## config.mk

```make
export PLATFORM = sky130hd
export DESIGN_NAME = uart_frame_ctrl
export DESIGN_NICKNAME = d
export VERILOG_FILES = /design/src/rtl/uart_frame_pkg.sv /design/src/rtl/frame_timeout_timer.sv /design/src/rtl/uart_frame_ctrl.sv
export SDC_FILE = /design/constraint.sdc
export NUM_CORES = 1
export LEC_CHECK = 0
export BUFFER_PORTS_ARGS = -buffer_cell sky130_fd_sc_hd__buf_2
export CORE_ASPECT_RATIO = 0.8
export CORE_MARGIN = 3
export CORE_UTILIZATION = 54
export CTS_BUF_LIST = sky130_fd_sc_hd__clkbuf_8
export DETAILED_ROUTE_END_ITERATION = 16
export PLACE_DENSITY = 0.82
export SKIP_CTS_REPAIR_TIMING = 1
export SLEW_MARGIN = 20
export SYNTH_ARGS = -nofsm -noshare
export SYNTH_HDL_FRONTEND = slang
export SYNTH_SLANG_ARGS = --single-unit
```

## constraint.sdc

```tcl
create_clock -name clk -period 2.4 [get_ports clk]
set_clock_uncertainty 0.1 [all_clocks]
set_input_delay 0.12 -clock clk [delete_from_list [all_inputs] [get_ports clk]]
set_output_delay 0.12 -clock clk [all_outputs]
set_load 0.01 [all_outputs]
```

## src/rtl/uart_frame_pkg.sv

```systemverilog
// Shared types and constants for the UART frame controller.
package uart_frame_pkg;

    typedef enum logic [1:0] {
        HUNT,
        PAYLOAD,
        CSUM,
        HOLD
    } frame_state_t;

    localparam logic [1:0] ERR_OVERRUN = 2'd0;
    localparam logic [1:0] ERR_PARITY  = 2'd1;
    localparam logic [1:0] ERR_CSUM    = 2'd2;
    localparam logic [1:0] ERR_TIMEOUT = 2'd3;

    localparam logic [7:0]  DEFAULT_SYNC_BYTE = 8'hAA;
    localparam int unsigned PAYLOAD_LEN       = 4;

endpackage

```

## src/rtl/frame_timeout_timer.sv

```systemverilog
// Inter-byte timeout counter; expires on its terminal cycle unless a byte restarts it.
module frame_timeout_timer #(
    parameter int unsigned TIMEOUT_CYCLES = 50000
) (
    input  logic clk,
    input  logic rst_n,
    input  logic run,
    input  logic restart,
    output logic expired
);

    localparam int unsigned   TW   = $clog2(TIMEOUT_CYCLES);
    localparam logic [TW-1:0] LAST = TW'(TIMEOUT_CYCLES - 1);

    logic [TW-1:0] r_count;

    // Held at zero while idle, so a frame always starts counting from a clean value.
    always_ff @(posedge clk or negedge rst_n) begin
        if (!rst_n) begin
            r_count <= '0;
        end else if (!run || restart) begin
            r_count <= '0;
        end else if (r_count != LAST) begin
            r_count <= r_count + TW'(1);
        end
    end

    assign expired = run && !restart && (r_count == LAST);

endmodule

```

## src/rtl/uart_frame_ctrl.sv

```systemverilog
// Frame controller: hunts a sync byte, collects payload plus XOR checksum and
// hands good frames to the consumer over valid/ready, reporting framing errors.
module uart_frame_ctrl
    import uart_frame_pkg::*;
#(
    parameter int unsigned TIMEOUT_CYCLES = 50000,
    parameter logic [7:0]  SYNC_BYTE      = DEFAULT_SYNC_BYTE
) (
    input  logic        clk,
    input  logic        rst_n,
    input  logic        rx_valid,
    input  logic [7:0]  rx_data,
    input  logic        rx_perr,
    output logic        frame_valid,
    input  logic        frame_ready,
    output logic [31:0] frame_data,
    output logic        err_pulse,
    output logic [1:0]  err_code,
    output logic [7:0]  frame_cnt,
    output logic [7:0]  err_cnt
);

    localparam int unsigned   IW       = $clog2(PAYLOAD_LEN);
    localparam logic [IW-1:0] LAST_IDX = IW'(PAYLOAD_LEN - 1);

    frame_state_t  r_state;
    logic [IW-1:0] r_idx;
    logic [7:0]    r_xor;

    logic       w_run;
    logic       w_expired;
    logic       w_sync;
    logic       w_xfer;
    logic       w_err;
    logic [1:0] w_err_code;

    assign w_run  = (r_state == PAYLOAD) || (r_state == CSUM);
    assign w_sync = rx_valid && !rx_perr && (rx_data == SYNC_BYTE);
    assign w_xfer = frame_valid && frame_ready;

    frame_timeout_timer #(
        .TIMEOUT_CYCLES(TIMEOUT_CYCLES)
    ) u_timer (
        .clk    (clk),
        .rst_n  (rst_n),
        .run    (w_run),
        .restart(rx_valid),
        .expired(w_expired)
    );

    always_comb begin
        w_err      = 1'b0;
        w_err_code = ERR_OVERRUN;
        unique case (r_state)
            PAYLOAD, CSUM: begin
                if (rx_valid && rx_perr) begin
                    w_err      = 1'b1;
                    w_err_code = ERR_PARITY;
                end else if (rx_valid && (r_state == CSUM) && (rx_data != r_xor)) begin
                    w_err      = 1'b1;
                    w_err_code = ERR_CSUM;
                end else if (w_expired) begin
                    w_err      = 1'b1;
                    w_err_code = ERR_TIMEOUT;
                end
            end
            HOLD: begin
                if (rx_valid && !frame_ready) begin
                    w_err      = 1'b1;
                    w_err_code = ERR_OVERRUN;
                end
            end
            default: ;
        endcase
    end

    // frame_data doubles as the payload assembly register; it only changes outside HOLD.
    always_ff @(posedge clk or negedge rst_n) begin
        if (!rst_n) begin
            r_state     <= HUNT;
            r_idx       <= '0;
            r_xor       <= '0;
            frame_valid <= 1'b0;
            frame_data  <= '0;
            err_pulse   <= 1'b0;
            err_code    <= '0;
            frame_cnt   <= '0;
            err_cnt     <= '0;
        end else begin
            err_pulse <= w_err;
            if (w_err) begin
                err_code <= w_err_code;
                if (err_cnt != 8'hFF) begin
                    err_cnt <= err_cnt + 8'd1;
                end
            end

            unique case (r_state)
                HUNT: begin
                    if (w_sync) begin
                        r_state <= PAYLOAD;
                        r_idx   <= '0;
                        r_xor   <= '0;
                    end
                end
                PAYLOAD: begin
                    if (w_err) begin
                        r_state <= HUNT;
                    end else if (rx_valid) begin
                        frame_data[{r_idx, 3'b000} +: 8] <= rx_data;
                        r_xor <= r_xor ^ rx_data;
                        r_idx <= r_idx + IW'(1);
                        if (r_idx == LAST_IDX) begin
                            r_state <= CSUM;
                        end
                    end
                end
                CSUM: begin
                    if (w_err) begin
                        r_state <= HUNT;
                    end else if (rx_valid) begin
                        r_state     <= HOLD;
                        frame_valid <= 1'b1;
                    end
                end
                HOLD: begin
                    // A byte arriving with the transfer is judged as if already back in HUNT.
                    if (w_xfer) begin
                        frame_valid <= 1'b0;
                        frame_cnt   <= frame_cnt + 8'd1;
                        if (w_sync) begin
                            r_state <= PAYLOAD;
                            r_idx   <= '0;
                            r_xor   <= '0;
                        end else begin
                            r_state <= HUNT;
                        end
                    end
                end
                default: r_state <= HUNT;
            endcase
        end
    end

endmodule

```

==> results of run 1 <==
worst min-delay path, stage by stage:
cell                       delay, ns
sky130_fd_sc_hd__buf_2          0.12
sky130_fd_sc_hd__a21boi_0       0.15
sky130_fd_sc_hd__or3b_1         0.12
where the power goes:
| group | internal, W | leakage [nW] | switching, W |
|---|---|---|---|
| Clock | 0.000482 | 0.0974 | 0.000518 |
| Combinational | 0.00116 | 1.48 | 0.00157 |
| Sequential | 0.00180 | 1.02 | 0.000385 |
state kept, by name (all words and copies together) (netlist names):
| name | cells |
|---|---|
| r_idx | 2 |
| r_xor | 8 |
| frame_valid | 1 |
| frame_cnt | 8 |
| r_state | 2 |
| err_code | 2 |
| err_pulse | 1 |
| u_timer.r_count | 16 |
| err_cnt | 8 |
| frame_data | 32 |
worst max-delay path by stage:
stage	end	slack (ns)	cells past startpoint
finish	err_cnt[1]$_DFFE_PN0P_	0.13	6
global route	err_cnt[1]$_DFFE_PN0P_	-0.01	6
CTS	err_cnt[1]$_DFFE_PN0P_	-0.0003	7
detailed placement	err_cnt[1]$_DFFE_PN0P_	0.004	7
global placement	err_cnt[1]$_DFFE_PN0P_	0.13	7
floorplan	frame_data[24]$_DFFE_PN0P_	0.13	9
synth_stat cells, types with 3 or more instances:
master,count,area [µm²]
sky130_fd_sc_hd__xnor2_1,12,105
sky130_fd_sc_hd__a21oi_1,18,90.1
sky130_fd_sc_hd__o221ai_1,8,70.1
sky130_fd_sc_hd__o211ai_1,3,22.5
sky130_fd_sc_hd__nand4_1,14,87.6
sky130_fd_sc_hd__and3_1,4,25.0
sky130_fd_sc_hd__nand3_1,23,115
sky130_fd_sc_hd__or3_1,3,18.8
sky130_fd_sc_hd__nand2b_1,5,31.3
sky130_fd_sc_hd__o22ai_1,3,18.8
sky130_fd_sc_hd__xor2_1,20,175
sky130_fd_sc_hd__clkbuf_1,8,30.0
sky130_fd_sc_hd__mux2_2,4,45.0
sky130_fd_sc_hd__a2bb2oi_1,3,26.3
sky130_fd_sc_hd__mux2i_1,33,330
sky130_fd_sc_hd__dfrtp_1,80,2000
sky130_fd_sc_hd__o21ai_0,5,25.0
sky130_fd_sc_hd__nor3_1,6,30.0
sky130_fd_sc_hd__nand2_1,45,169
sky130_fd_sc_hd__a211oi_1,3,22.5
sky130_fd_sc_hd__nor3b_1,16,120
sky130_fd_sc_hd__inv_1,43,161
sky130_fd_sc_hd__nor2_1,24,90.1
sky130_fd_sc_hd__buf_2,10,50.1
sky130_fd_sc_hd__and2_1,3,18.8
sky130_fd_sc_hd__nand3_4,4,70.1
sky130_fd_sc_hd__ha_1,15,188
sky130_fd_sc_hd__and4_1,5,43.8
routing by layer:
metal  global-route usage  vias up  share of wire  routed length [µm]
met5                    0        -              0                   0
met4               0.0745        0          0.017                 177
met3               0.0408       14          0.060                 624
met2                0.369      138           0.47                4900
met1                0.320     1810           0.45                4740
li1                     -     1727              -                   -
layout make-up:
type / count / share of cell area
clock inverter: 7 / 0.0136
tap: 108 / 0.0257
timing repair buffer: 90 / 0.102
inverter: 43 / 0.0307
sequential: 80 / 0.381
clock buffer: 9 / 0.0236
multi-input combinational: 306 / 0.424
through the flow:
step	cells	instance area (µm²)	worst slack [ns]	total power [W]	hold WS (ns)
finish	643	5260	0.127	0.00591	0.0883
global route	643	5260	-0.0143	0.00636	0.0902
CTS	641	5220	-0.000257	0.00589	-0.412
detailed placement	625	5020	0.00368	0.00488	-0.0157
global placement	625	5020	0.126	0.00475	-0.0198
floorplan	449	4480	0.126	0.00395	-0.276
logic make-up (layout without fill, tap and decap cells):
logic type,count (synthesis),after routing,share of synthesized area
AOI/OAI and AO/OA,56,56,0.0899
xor gates and xnor gates,32,32,0.0625
adders and majority gates,15,15,0.0419
buffers and inverters,63,149,0.0609
DFF,80,80,0.447
muxes,39,39,0.0888
and+or+nand+nor,164,164,0.209
==> reports/metrics.yaml, run 1 <==
run_status:
  outcome: "completed"
worst_setup_path:
  setup.worst_path.start: "r_state[1]$_DFFE_PN0P_"
  worst-setup-path-type: "flop to flop"
  critical_path_required_ns: 2.55
  timing.critical_path.to_type: "flop"
  path_cells: "inv_1 -> ha_1 -> nand2_1 -> a211o_4 -> a21boi_2 -> mux2_2"
  critical-path-slowest-cell: "sky130_fd_sc_hd__dfrtp_1"
  worstReg2RegStart: "r_state[1]$_DFFE_PN0P_"
  worstPathArrival_ns: 2.42
  crit_fanout: 23
  critical_path.startpoint_type: "flop"
  worst-r2r-cell-count: 6
  r2r_setup_slack_ns: 0.13
  rr_endpoint: "err_cnt[1]$_DFFE_PN0P_"
  critical_path.max_stage_delay_ns: 0.43
  critPathBufInv: 1
  timing.critical_path.max_delay_family: "compound AO/OA/AOI/OAI gates"
clocking:
  worstSkewPairLatency_ns: 0.36
  clk_path_buf_depth: 2
  clockRootBuffer: "sky130_fd_sc_hd__clkbuf_8"
  tritoncts_num_sinks: 80
  clk_pin_slew_ns: 0.09
  cts_htree_levels: 3
  tritoncts: "done"
  tritoncts.num_buffers: 9
floorplan:
  fp-row-count: 29
  io_pins: 65
  floorplan_core_area_um2: 7980
  fp.dieW_um: 108
  initial_utilization: 0.561
  die_area_um2: 9440
  fp.dieH_um: 87.5
sta:
  worst-slew-pin-transition_ns: 0.608
  final.setup.tns_ns: 0
  min_period_over_period: 0.947
  clock.fmax_mhz: 440
  final-setup-viol-count: 0
  minimum_period_implied_by_the_final_worst_setup_slack_ns: 2.27
  worst_rel_slew_slack: 0.594
  timing_hold_violations_final: 0
  unrepaired_setup_endpoints_after_global_routing: "yes"
  final-max-slew-violation-count: 0
place:
  place.detailed.hpwl_um: 7540
  globalplace.congestion: 0.924
  portBuffers: 64
layout:
  layout_common_cells: "sky130_fd_sc_hd__dfrtp_1 (80), sky130_fd_sc_hd__buf_2 (63), sky130_fd_sc_hd__nand2_1 (45)"
  multi_input_combinational_cell_area_um2: 2230
  fillers: 622
  antenna-diode-count: 0
  ff_latch_area_um2: 2000
  fin_util: 0.658
  area_delta_synth_final_pct: 17.3
  fraction_of_final_layout_cells_sized_beyond_drive_strength_1: 0.228
  nNetsFinal: 558
  layout_commonest_cell: "sky130_fd_sc_hd__dfrtp_1"
detailed_routing:
  routed_wirelength_um: 10400
  drt_iter0_markers: 209
  detail_route.drc_violations: 0
  via_count: 3689
  routed_via_density: 5.74
  drt_first_pass_iters: 4
  antenna_violating_nets_post_route: 0
  drt-wirelength-per-cell_um: 16.2
synthesis:
  synth_warnings: 0
  synth.net_count: 477
  syn-cell-area_um2: 4480
  ffs_w_async_s_r_synth: 1.00
  synth.distinct_cells: 52
  fraction_of_the_yosys_area_taken_by_sequential_cells: 0.447
  synth_flop_cell: "sky130_fd_sc_hd__dfrtp_1"
  synth.ff_latch_count: 80
  syn-instance-count: 449
  synth-edff-count: 0
  syn-mean-instance-area_um2: 9.98
grt:
  vias_in_the_first_global_route: 3502
  track_usage: 0.230
  grt_pass1_wl_um: 17200
  gr-total-overflow: 0
  grt_start_max_net_pins: 49
  initial_antenna_violation_count: 0
worst_hold_path:
  whs_path_cells: 3
  hold-path-endpoint: "frame_valid$_DFFE_PN0P_"
  hp-start: "frame_ready"
  worst_hold_path_type: "input port to flop"
power_and_ir_drop:
  pwr_density_cell_nw_per_um2: 1120
  vdd_ir_drop_max_mv: 0.483
  total_leakage_power_nw: 2.60
job:
  cap_viol_max_count: 0
(Power assumes the default switching activity.)
==> inputs of run 2 (changes only) <==
--- a/config.mk
+++ b/config.mk
@@ -5,13 +5,15 @@
 export SDC_FILE = /design/constraint.sdc
 export NUM_CORES = 1
 export LEC_CHECK = 0
+export ABC_AREA = 1
 export BUFFER_PORTS_ARGS = -buffer_cell sky130_fd_sc_hd__buf_2
 export CORE_ASPECT_RATIO = 0.8
 export CORE_MARGIN = 3
-export CORE_UTILIZATION = 54
+export CORE_UTILIZATION = 53
 export CTS_BUF_LIST = sky130_fd_sc_hd__clkbuf_8
 export DETAILED_ROUTE_END_ITERATION = 16
-export PLACE_DENSITY = 0.82
+export PLACE_DENSITY = 0.81
+export REMOVE_ABC_BUFFERS = 1
 export SKIP_CTS_REPAIR_TIMING = 1
 export SLEW_MARGIN = 20
 export SYNTH_ARGS = -nofsm -noshare
==> reports/metrics.yaml, run 2 <==
detailed_routing:
  drt_first_pass_iters: 5  # was 4
  routed_wirelength_um: 9880  # was 10400 µm
  routed_via_density: 5.12  # was 5.74
  drt-wirelength-per-cell_um: 13.5  # was 16.2 µm
  drt_iter0_markers: 259  # was 209
  detail_route.drc_violations: 0  # unchanged
  antenna_violating_nets_post_route: 0  # unchanged
  via_count: 3747  # was 3689
place:
  globalplace.congestion: 0.871  # was 0.924
  placed_cells: 709  # was 625
  place.detailed.hpwl_um: 7200  # was 7540 µm
  pre_cts_ws_ns: 0.196  # was 0.00368 ns
  portBuffers: 64  # unchanged
grt:
  grt_start_max_net_pins: 81  # was 49
  grt_pass1_wl_um: 16400  # was 17200 µm
  gr-total-overflow: 0  # unchanged
  track_usage: 0.221  # was 0.230
  initial_antenna_violation_count: 0  # unchanged
  vias_in_the_first_global_route: 3530  # was 3502
layout:
  layout_commonest_cell: "sky130_fd_sc_hd__nand2_1"  # was sky130_fd_sc_hd__dfrtp_1
  largest_register_ff_count: 32  # unchanged
  area_delta_synth_final_pct: 15.4  # was 17.3%
  fraction_of_final_layout_cells_sized_beyond_drive_strength_1: 0.174  # was 0.228
  nNetsFinal: 650  # was 558
  fillers: 655  # was 622
  regMostFlops: "frame_data"  # unchanged
  antenna-diode-count: 0  # unchanged
  instances_no_fill: 732  # was 643
  layout_common_cells: "sky130_fd_sc_hd__nand2_1 (182), sky130_fd_sc_hd__dfrtp_1 (80), sky130_fd_sc_hd__inv_1 (67)"  # was sky130_fd_sc_hd__dfrtp_1 (80), sky130_fd_sc_hd__buf_2 (63), sky130_fd_sc_hd__nand2_1 (45)
  largestRegisters: "frame_data: 32 flops, u_timer.r_count: 16 flops"  # unchanged
synthesis:
  synthDominantCellAreaShare: 0.460  # was 0.447
  synth_warnings: 0  # unchanged
  yosys-top-cells-area: "sky130_fd_sc_hd__dfrtp_1 (46%), sky130_fd_sc_hd__nand2_1 (16%), sky130_fd_sc_hd__inv_1 (5.8%)"  # was sky130_fd_sc_hd__dfrtp_1 (45%), sky130_fd_sc_hd__mux2i_1 (7.4%), sky130_fd_sc_hd__ha_1 (4.2%)
  post-synth-top-area-cell: "sky130_fd_sc_hd__dfrtp_1"  # unchanged
  fraction_of_the_yosys_area_taken_by_sequential_cells: 0.460  # was 0.447
  synth.ff_latch_count: 80  # unchanged
  combinational_family_with_the_most_area_after_synthesis: "simple AND/OR/NAND/NOR gates"  # unchanged
  synth_common_cells: "sky130_fd_sc_hd__nand2_1 (182), sky130_fd_sc_hd__dfrtp_1 (80), sky130_fd_sc_hd__inv_1 (67), sky130_fd_sc_hd__o21ai_0 (40), sky130_fd_sc_hd__nor2_1 (38)"  # was sky130_fd_sc_hd__dfrtp_1 (80), sky130_fd_sc_hd__nand2_1 (45), sky130_fd_sc_hd__inv_1 (43), sky130_fd_sc_hd__mux2i_1 (33), sky130_fd_sc_hd__nor2_1 (24)
  synth-simple-area-share: 0.313  # was 0.209
  ffs_w_async_s_r_synth: 1.00  # unchanged
  synth-edff-count: 0  # unchanged
  syn-instance-count: 546  # was 449
  syn-mean-instance-area_um2: 7.97  # was 9.98 µm²
  yosys-mux-area-fraction: 0  # was 0.0888
  synth-compound-area-share: 0.0725  # was 0.0899
  post-synth-top-count-cell: "sky130_fd_sc_hd__nand2_1"  # was sky130_fd_sc_hd__dfrtp_1
  synthXorXnorAreaFrac: 0.0299  # was 0.0625
  synth.distinct_cells: 38  # was 52
  syn-cell-area_um2: 4350  # was 4480 µm²
  synth_flop_cell: "sky130_fd_sc_hd__dfrtp_1"  # unchanged
  post_synthesis_share_of_cell_area_spent_on_full_adders_half_adders_and_majority_gates: 0.0431  # was 0.0419
clocking:
  clockRootBuffer: "sky130_fd_sc_hd__clkbuf_8"  # unchanged
  clk_path_buf_depth: 2  # unchanged
  tritoncts.num_buffers: 9  # unchanged
  cts_htree_levels: 3  # unchanged
  worstSkewPairLatency_ns: 0.36  # about the same
  tritoncts: "done"  # unchanged
  tritoncts_num_sinks: 80  # unchanged
  clk_pin_slew_ns: 0.10  # was 0.09 ns
floorplan:
  fp.dieH_um: 87.0  # was 87.5 µm
  io_pins: 65  # unchanged
  initial_utilization: 0.567  # was 0.561
  fp-row-count: 28  # was 29
  fp.dieW_um: 107  # was 108 µm
  die_area_um2: 9340  # was 9440 µm²
  floorplan_core_area_um2: 7670  # was 7980 µm²
sta:
  worst-slew-pin-transition_ns: 0.718  # was 0.608 ns
  fin_ws_ns: 0.225  # was 0.127 ns
  holdWs_ns: 0.000176  # was 0.0883 ns
  final.setup.tns_ns: 0  # unchanged
  clock.fmax_mhz: 460  # was 440 MHz
  min_period_over_period: 0.906  # was 0.947
  final-max-slew-violation-count: 0  # unchanged
  final-setup-viol-count: 0  # unchanged
  unrepaired_setup_endpoints_after_global_routing: "no"  # was yes
  minimum_period_implied_by_the_final_worst_setup_slack_ns: 2.18  # was 2.27 ns
  worst_rel_slew_slack: 0.521  # was 0.594
  timing_hold_violations_final: 0  # unchanged
power_and_ir_drop:
  design_power_total_w: 0.00456  # was 0.00591 W
  pwr_density_cell_nw_per_um2: 908  # was 1120 nW/µm²
  total_leakage_power_nw: 2.66  # was 2.60 nW
  vdd_ir_drop_max_mv: 0.525  # was 0.483 mV
worst_setup_path:
  timing.critical_path.to_type: "flop"  # unchanged
  critical_path_required_ns: 2.56  # was 2.55 ns
  crit_fanout: 14  # was 23
  worst-setup-path-type: "flop to flop"  # unchanged
  critical_path.startpoint_type: "flop"  # unchanged
  worstPathArrival_ns: 2.33  # was 2.42 ns
job:
  cap_viol_max_count: 0  # unchanged
run_status:
  outcome: "completed"  # unchanged
worst_hold_path:
  worst_hold_path_type: "input port to flop"  # unchanged
==> run 2: cell families after synthesis <==
group,after synthesis
fa+ha+maj,15
xor+xnor,14
simple gates,294
flops,80
compound gates,60
buf+inv,83
==> run 2: per-stage QoR <==
step                      area (µm²)  utilization
final                           5020        0.654
after detailed placement        4760        0.621
after global placement          4760        0.621
after floorplan                 4270            -
after CTS                       4950        0.645
after global routing            5020        0.654
==> run 2: power by group <==
| group | internal, W | total, W | switching, W |
|---|---|---|---|
| sequential | 0.00156 | 0.00174 | 0.000180 |
| combinational | 0.000650 | 0.00186 | 0.00121 |
| clock | 0.000399 | 0.000966 | 0.000566 |
| total | 0.00260 | 0.00456 | 0.00195 |
==> run 2: worst max-delay path, cell delays in order (launching register included) <==
cell	delay [ns]
sky130_fd_sc_hd__dfrtp_1	0.42
sky130_fd_sc_hd__inv_1	0.10
sky130_fd_sc_hd__ha_1	0.34
sky130_fd_sc_hd__inv_1	0.09
sky130_fd_sc_hd__nor2_4	0.18
sky130_fd_sc_hd__nand3_2	0.15
sky130_fd_sc_hd__nand3_4	0.15
sky130_fd_sc_hd__nand2_8	0.13
sky130_fd_sc_hd__nand3_2	0.09
sky130_fd_sc_hd__nand2_2	0.15
sky130_fd_sc_hd__nand3_1	0.12
sky130_fd_sc_hd__nand2_1	0.05
==> run 2: layout make-up <==
| cell class | instances | area [µm²] | share of cell area |
|---|---|---|---|
| Multi-Input combinational cell | 383 | 2000 | 0.398 |
| Clock buffer | 9 | 124 | 0.0247 |
| Timing Repair Buffer | 76 | 427 | 0.0850 |
| Sequential cell | 80 | 2000 | 0.399 |
| Inverter | 72 | 275 | 0.0548 |
| Clock inverter | 7 | 63.8 | 0.0127 |
| Tap cell | 105 | 131 | 0.0262 |
==> run 2: path summary, 6_finish.rpt <==
check                           slack (ns)                     start  cells past startpoint                              to
worst min-delay path                0.0002                rx_data[5]                      3       frame_data[5]$_DFFE_PN0P_
worst max-delay path                  0.22    r_state[1]$_DFFE_PN0P_                     11            r_idx[0]$_DFFE_PN0P_
max in group asynchronous             1.45                     rst_n                      2          err_cnt[2]$_DFFE_PN0P_
worst min register to register        0.39  frame_cnt[7]$_DFFE_PN0P_                      1        frame_cnt[7]$_DFFE_PN0P_
min in group asynchronous             0.27                     rst_n                      2  u_timer.r_count[8]$_DFFE_PN0P_
worst max register to register        0.22    r_state[1]$_DFFE_PN0P_                     11            r_idx[0]$_DFFE_PN0P_
==> run 2: metal layers <==
metal | wire length (µm) | up-vias | global-route usage
met5 | 0 | - | 0
met1 | 4480 | 1709 | 0.310
li1 | - | 1887 | -
met4 | 177 | 0 | 0.0778
met2 | 4500 | 132 | 0.340
met3 | 724 | 19 | 0.0511
==> inputs of run 3 (changes only) <==
--- a/config.mk
+++ b/config.mk
@@ -12,8 +12,8 @@
 export CORE_UTILIZATION = 53
 export CTS_BUF_LIST = sky130_fd_sc_hd__clkbuf_8
 export DETAILED_ROUTE_END_ITERATION = 16
+export MAX_ROUTING_LAYER = met4
 export PLACE_DENSITY = 0.81
-export REMOVE_ABC_BUFFERS = 1
 export SKIP_CTS_REPAIR_TIMING = 1
 export SLEW_MARGIN = 20
 export SYNTH_ARGS = -nofsm -noshare
==> constraint.sdc (replaced) <==
create_clock -name clk -period 1.9 [get_ports clk]
set_clock_uncertainty 0.1 [all_clocks]
set_input_delay 0.095 -clock clk [delete_from_list [all_inputs] [get_ports clk]]
set_output_delay 0.095 -clock clk [all_outputs]
set_load 0.01 [all_outputs]
==> reports/metrics.yaml, run 3 (synthesized netlist as in run 2, its figures left out) <==
sta:
  clock.fmax_mhz: 506  # was 460 MHz
  final.setup.tns_ns: -0.631  # was 0 ns
  unrepaired_setup_endpoints_after_global_routing: "yes"  # was no
  worst-slew-pin-transition_ns: 0.578  # was 0.718 ns
  timing_hold_violations_final: 2  # was 0
  minimum_period_implied_by_the_final_worst_setup_slack_ns: 1.98  # was 2.18 ns
  fin_ws_ns: -0.0753  # was 0.225 ns
  final-max-slew-violation-count: 0  # unchanged
  final-setup-viol-count: 25  # was 0
  holdWs_ns: -0.0167  # was 0.000176 ns
  worst_rel_slew_slack: 0.614  # was 0.521
  min_period_over_period: 1.04  # was 0.906
run_status:
  violated_checks: "negative hold slack, negative setup slack"
  outcome: "finished, violations left"  # was completed
grt:
  vias_in_the_first_global_route: 3732  # was 3530
  grt_pass1_wl_um: 17700  # was 16400 µm
  met3_usage: 0.0534  # was 0.0511
  track_usage: 0.247  # was 0.221
  initial_antenna_violation_count: 0  # unchanged
  top_usage_layer: "met2"  # unchanged
  gr-total-overflow: 0  # unchanged
  gr-usage-met1: 0.334  # was 0.310
  grt_start_max_net_pins: 44  # was 81
  use_met2: 0.375  # was 0.340
worst_hold_path:
  worst_hold_path_type: "input port to flop"  # unchanged
worst_setup_path:
  worst-setup-path-type: "flop to flop"  # unchanged
  path_cells: "inv_4 -> ha_4 -> buf_4 -> nand3_2 -> nand3_4 -> nand2_4 -> nand4_4 -> nand2_1 -> o21ai_1"  # was inv_1 -> ha_1 -> inv_1 -> nor2_4 -> nand3_2 -> nand3_4 -> nand2_8 -> nand3_2 -> nand2_2 -> nand3_1 -> nand2_1
  critical_path.max_stage_delay_ns: 0.46  # was 0.42 ns
  crit_fanout: 8  # was 14
  critPathBufInv: 2  # unchanged
  critical_path.startpoint_type: "flop"  # unchanged
  timing.critical_path.to_type: "flop"  # unchanged
  critical_path_required_ns: 2.04  # was 2.56 ns
  timing.critical_path.max_delay_family: "simple AND/OR/NAND/NOR gates"  # unchanged
  critical-path-slowest-cell: "sky130_fd_sc_hd__dfrtp_2"  # was sky130_fd_sc_hd__dfrtp_1
  worstPathArrival_ns: 2.11  # was 2.33 ns
clocking:
  cts_htree_levels: 3  # unchanged
  clockRootBuffer: "sky130_fd_sc_hd__clkbuf_8"  # unchanged
  tritoncts.num_buffers: 9  # unchanged
  clk_path_buf_depth: 2  # unchanged
  worstSkewPairLatency_ns: 0.37  # was 0.36 ns
  tritoncts: "done"  # unchanged
  clk_pin_slew_ns: 0.09  # was 0.10 ns
  tritoncts_num_sinks: 80  # unchanged
floorplan:
  die_area_um2: 9340  # unchanged
  floorplan_core_area_um2: 7670  # unchanged
  initial_utilization: 0.567  # unchanged
  fp.dieH_um: 87.0  # unchanged
  fp-row-count: 28  # unchanged
  fp.dieW_um: 107  # unchanged
  io_pins: 65  # unchanged
layout:
  nNetsFinal: 688  # was 650
  antenna-diode-count: 0  # unchanged
  layout_commonest_cell: "sky130_fd_sc_hd__nand2_1"  # unchanged
  layout_common_cells: "sky130_fd_sc_hd__nand2_1 (166), sky130_fd_sc_hd__dfrtp_1 (76), sky130_fd_sc_hd__buf_2 (63)"  # was sky130_fd_sc_hd__nand2_1 (182), sky130_fd_sc_hd__dfrtp_1 (80), sky130_fd_sc_hd__inv_1 (67)
  instances_no_fill: 770  # was 732
  area_delta_synth_final_pct: 30.3  # was 15.4%
  fraction_of_final_layout_cells_sized_beyond_drive_strength_1: 0.308  # was 0.174
  regMostFlops: "frame_data"  # unchanged
  largest_register_ff_count: 32  # unchanged
  largestRegisters: "frame_data: 32 flops, u_timer.r_count: 16 flops"  # unchanged
job:
  cap_viol_max_count: 0  # unchanged
detailed_routing:
  via_count: 4235  # was 3747
  drt-wirelength-per-cell_um: 15.8  # was 13.5 µm
  detail_route.drc_violations: 0  # unchanged
  routed_via_density: 5.50  # was 5.12
  antenna_violating_nets_post_route: 0  # unchanged
  routed_wirelength_um: 12200  # was 9880 µm
  drt_first_pass_iters: 5  # unchanged
  drt_iter0_markers: 434  # was 259
synthesis:
  synth.net_count: 574
place:
  placed_cells: 726  # was 709
  portBuffers: 64  # unchanged
  place.detailed.hpwl_um: 7510  # was 7200 µm
  globalplace.congestion: 0.860  # was 0.871
power_and_ir_drop:
  p_comb_frac: 0.467  # was 0.407
  switching_share: 0.433  # was 0.429
  p_sw_w: 0.00297  # was 0.00195 W
  power.share.clock: 0.210  # was 0.212
  seq_power_share: 0.323  # was 0.381
  pwr_density_cell_nw_per_um2: 1210  # was 908 nW/µm²
  total_leakage_power_nw: 2.88  # was 2.66 nW
  vdd_ir_drop_max_mv: 0.623  # was 0.525 mV
  internal-power_w: 0.00388  # was 0.00260 W
==> run 3: changes by cell type in the layout (fill, tap and decap cells not counted), sizes merged <==
cell	delta
clkinv	-2
buf	+26
dlygate4sd3	+4
inv	-2
nand2	+4
clkinvlp	+2
bufinv	+2
nand4	+4
==> run 3: layout make-up <==
| type | instances | area (µm²) |
|---|---|---|
| flip-flops and latches | 80 | 2010 |
| repair buffers | 106 | 674 |
| clock buffers | 9 | 124 |
| well taps | 105 | 131 |
| clock inverters | 7 | 101 |
| fillers | 526 | 2000 |
| inverters | 72 | 295 |
| multi-input cells | 391 | 2340 |
==> run 3: worst min-delay path, stage by stage <==
cell and delay (ns):
sky130_fd_sc_hd__buf_2 0.14, sky130_fd_sc_hd__nand3_1 0.10, sky130_fd_sc_hd__o21ai_0 0.08
==> run 3: final timing paths <==
check	start	end	slack, ns	cells after the start
min in group asynchronous	rst_n	frame_cnt[5]$_DFFE_PN0P_	0.15	2
setup / recovery	r_state[0]$_DFFE_PN0P_	frame_data[7]$_DFFE_PN0P_	-0.08	9
hold / removal	rx_data[7]	frame_data[23]$_DFFE_PN0P_	-0.02	3
max in group asynchronous	rst_n	r_xor[0]$_DFFE_PN0P_	0.94	3
hold reg to reg	frame_cnt[7]$_DFFE_PN0P_	frame_cnt[7]$_DFFE_PN0P_	0.37	1
setup reg to reg	r_state[0]$_DFFE_PN0P_	frame_data[7]$_DFFE_PN0P_	-0.08	9
==> run 3: power groups by stage <==
stage                     Clock [W]  Combinational, W  Sequential, W
final                       0.00144           0.00320        0.00222
after global routing        0.00154           0.00347        0.00226
after CTS                   0.00145           0.00248        0.00220
after detailed placement          0           0.00246        0.00222
after global placement            0           0.00238        0.00221
after floorplan                   0           0.00162        0.00227
==> run 3: metal layers <==
| metal | share of wire | routed length (µm) |
|---|---|---|
| met1 | 0.43 | 5200 |
| met2 | 0.47 | 5750 |
| met3 | 0.086 | 1050 |
| met4 | 0.015 | 185 |
| met5 | 0 | 0 |
==> run 3: per-stage QoR <==
| step | utilization | power (W) | setup slack, ns | area [µm²] |
|---|---|---|---|---|
| 2_1_floorplan | - | 0.00389 | -0.118 | 4370 |
| 3_3_place_gp | 0.642 | 0.00459 | 0.0280 | 4930 |
| 3_5_place_dp | 0.642 | 0.00468 | -0.124 | 4930 |
| 4_1_cts | 0.672 | 0.00613 | -0.156 | 5150 |
| 5_1_grt | 0.739 | 0.00727 | -0.141 | 5670 |
| 6_report | 0.739 | 0.00686 | -0.0753 | 5670 |
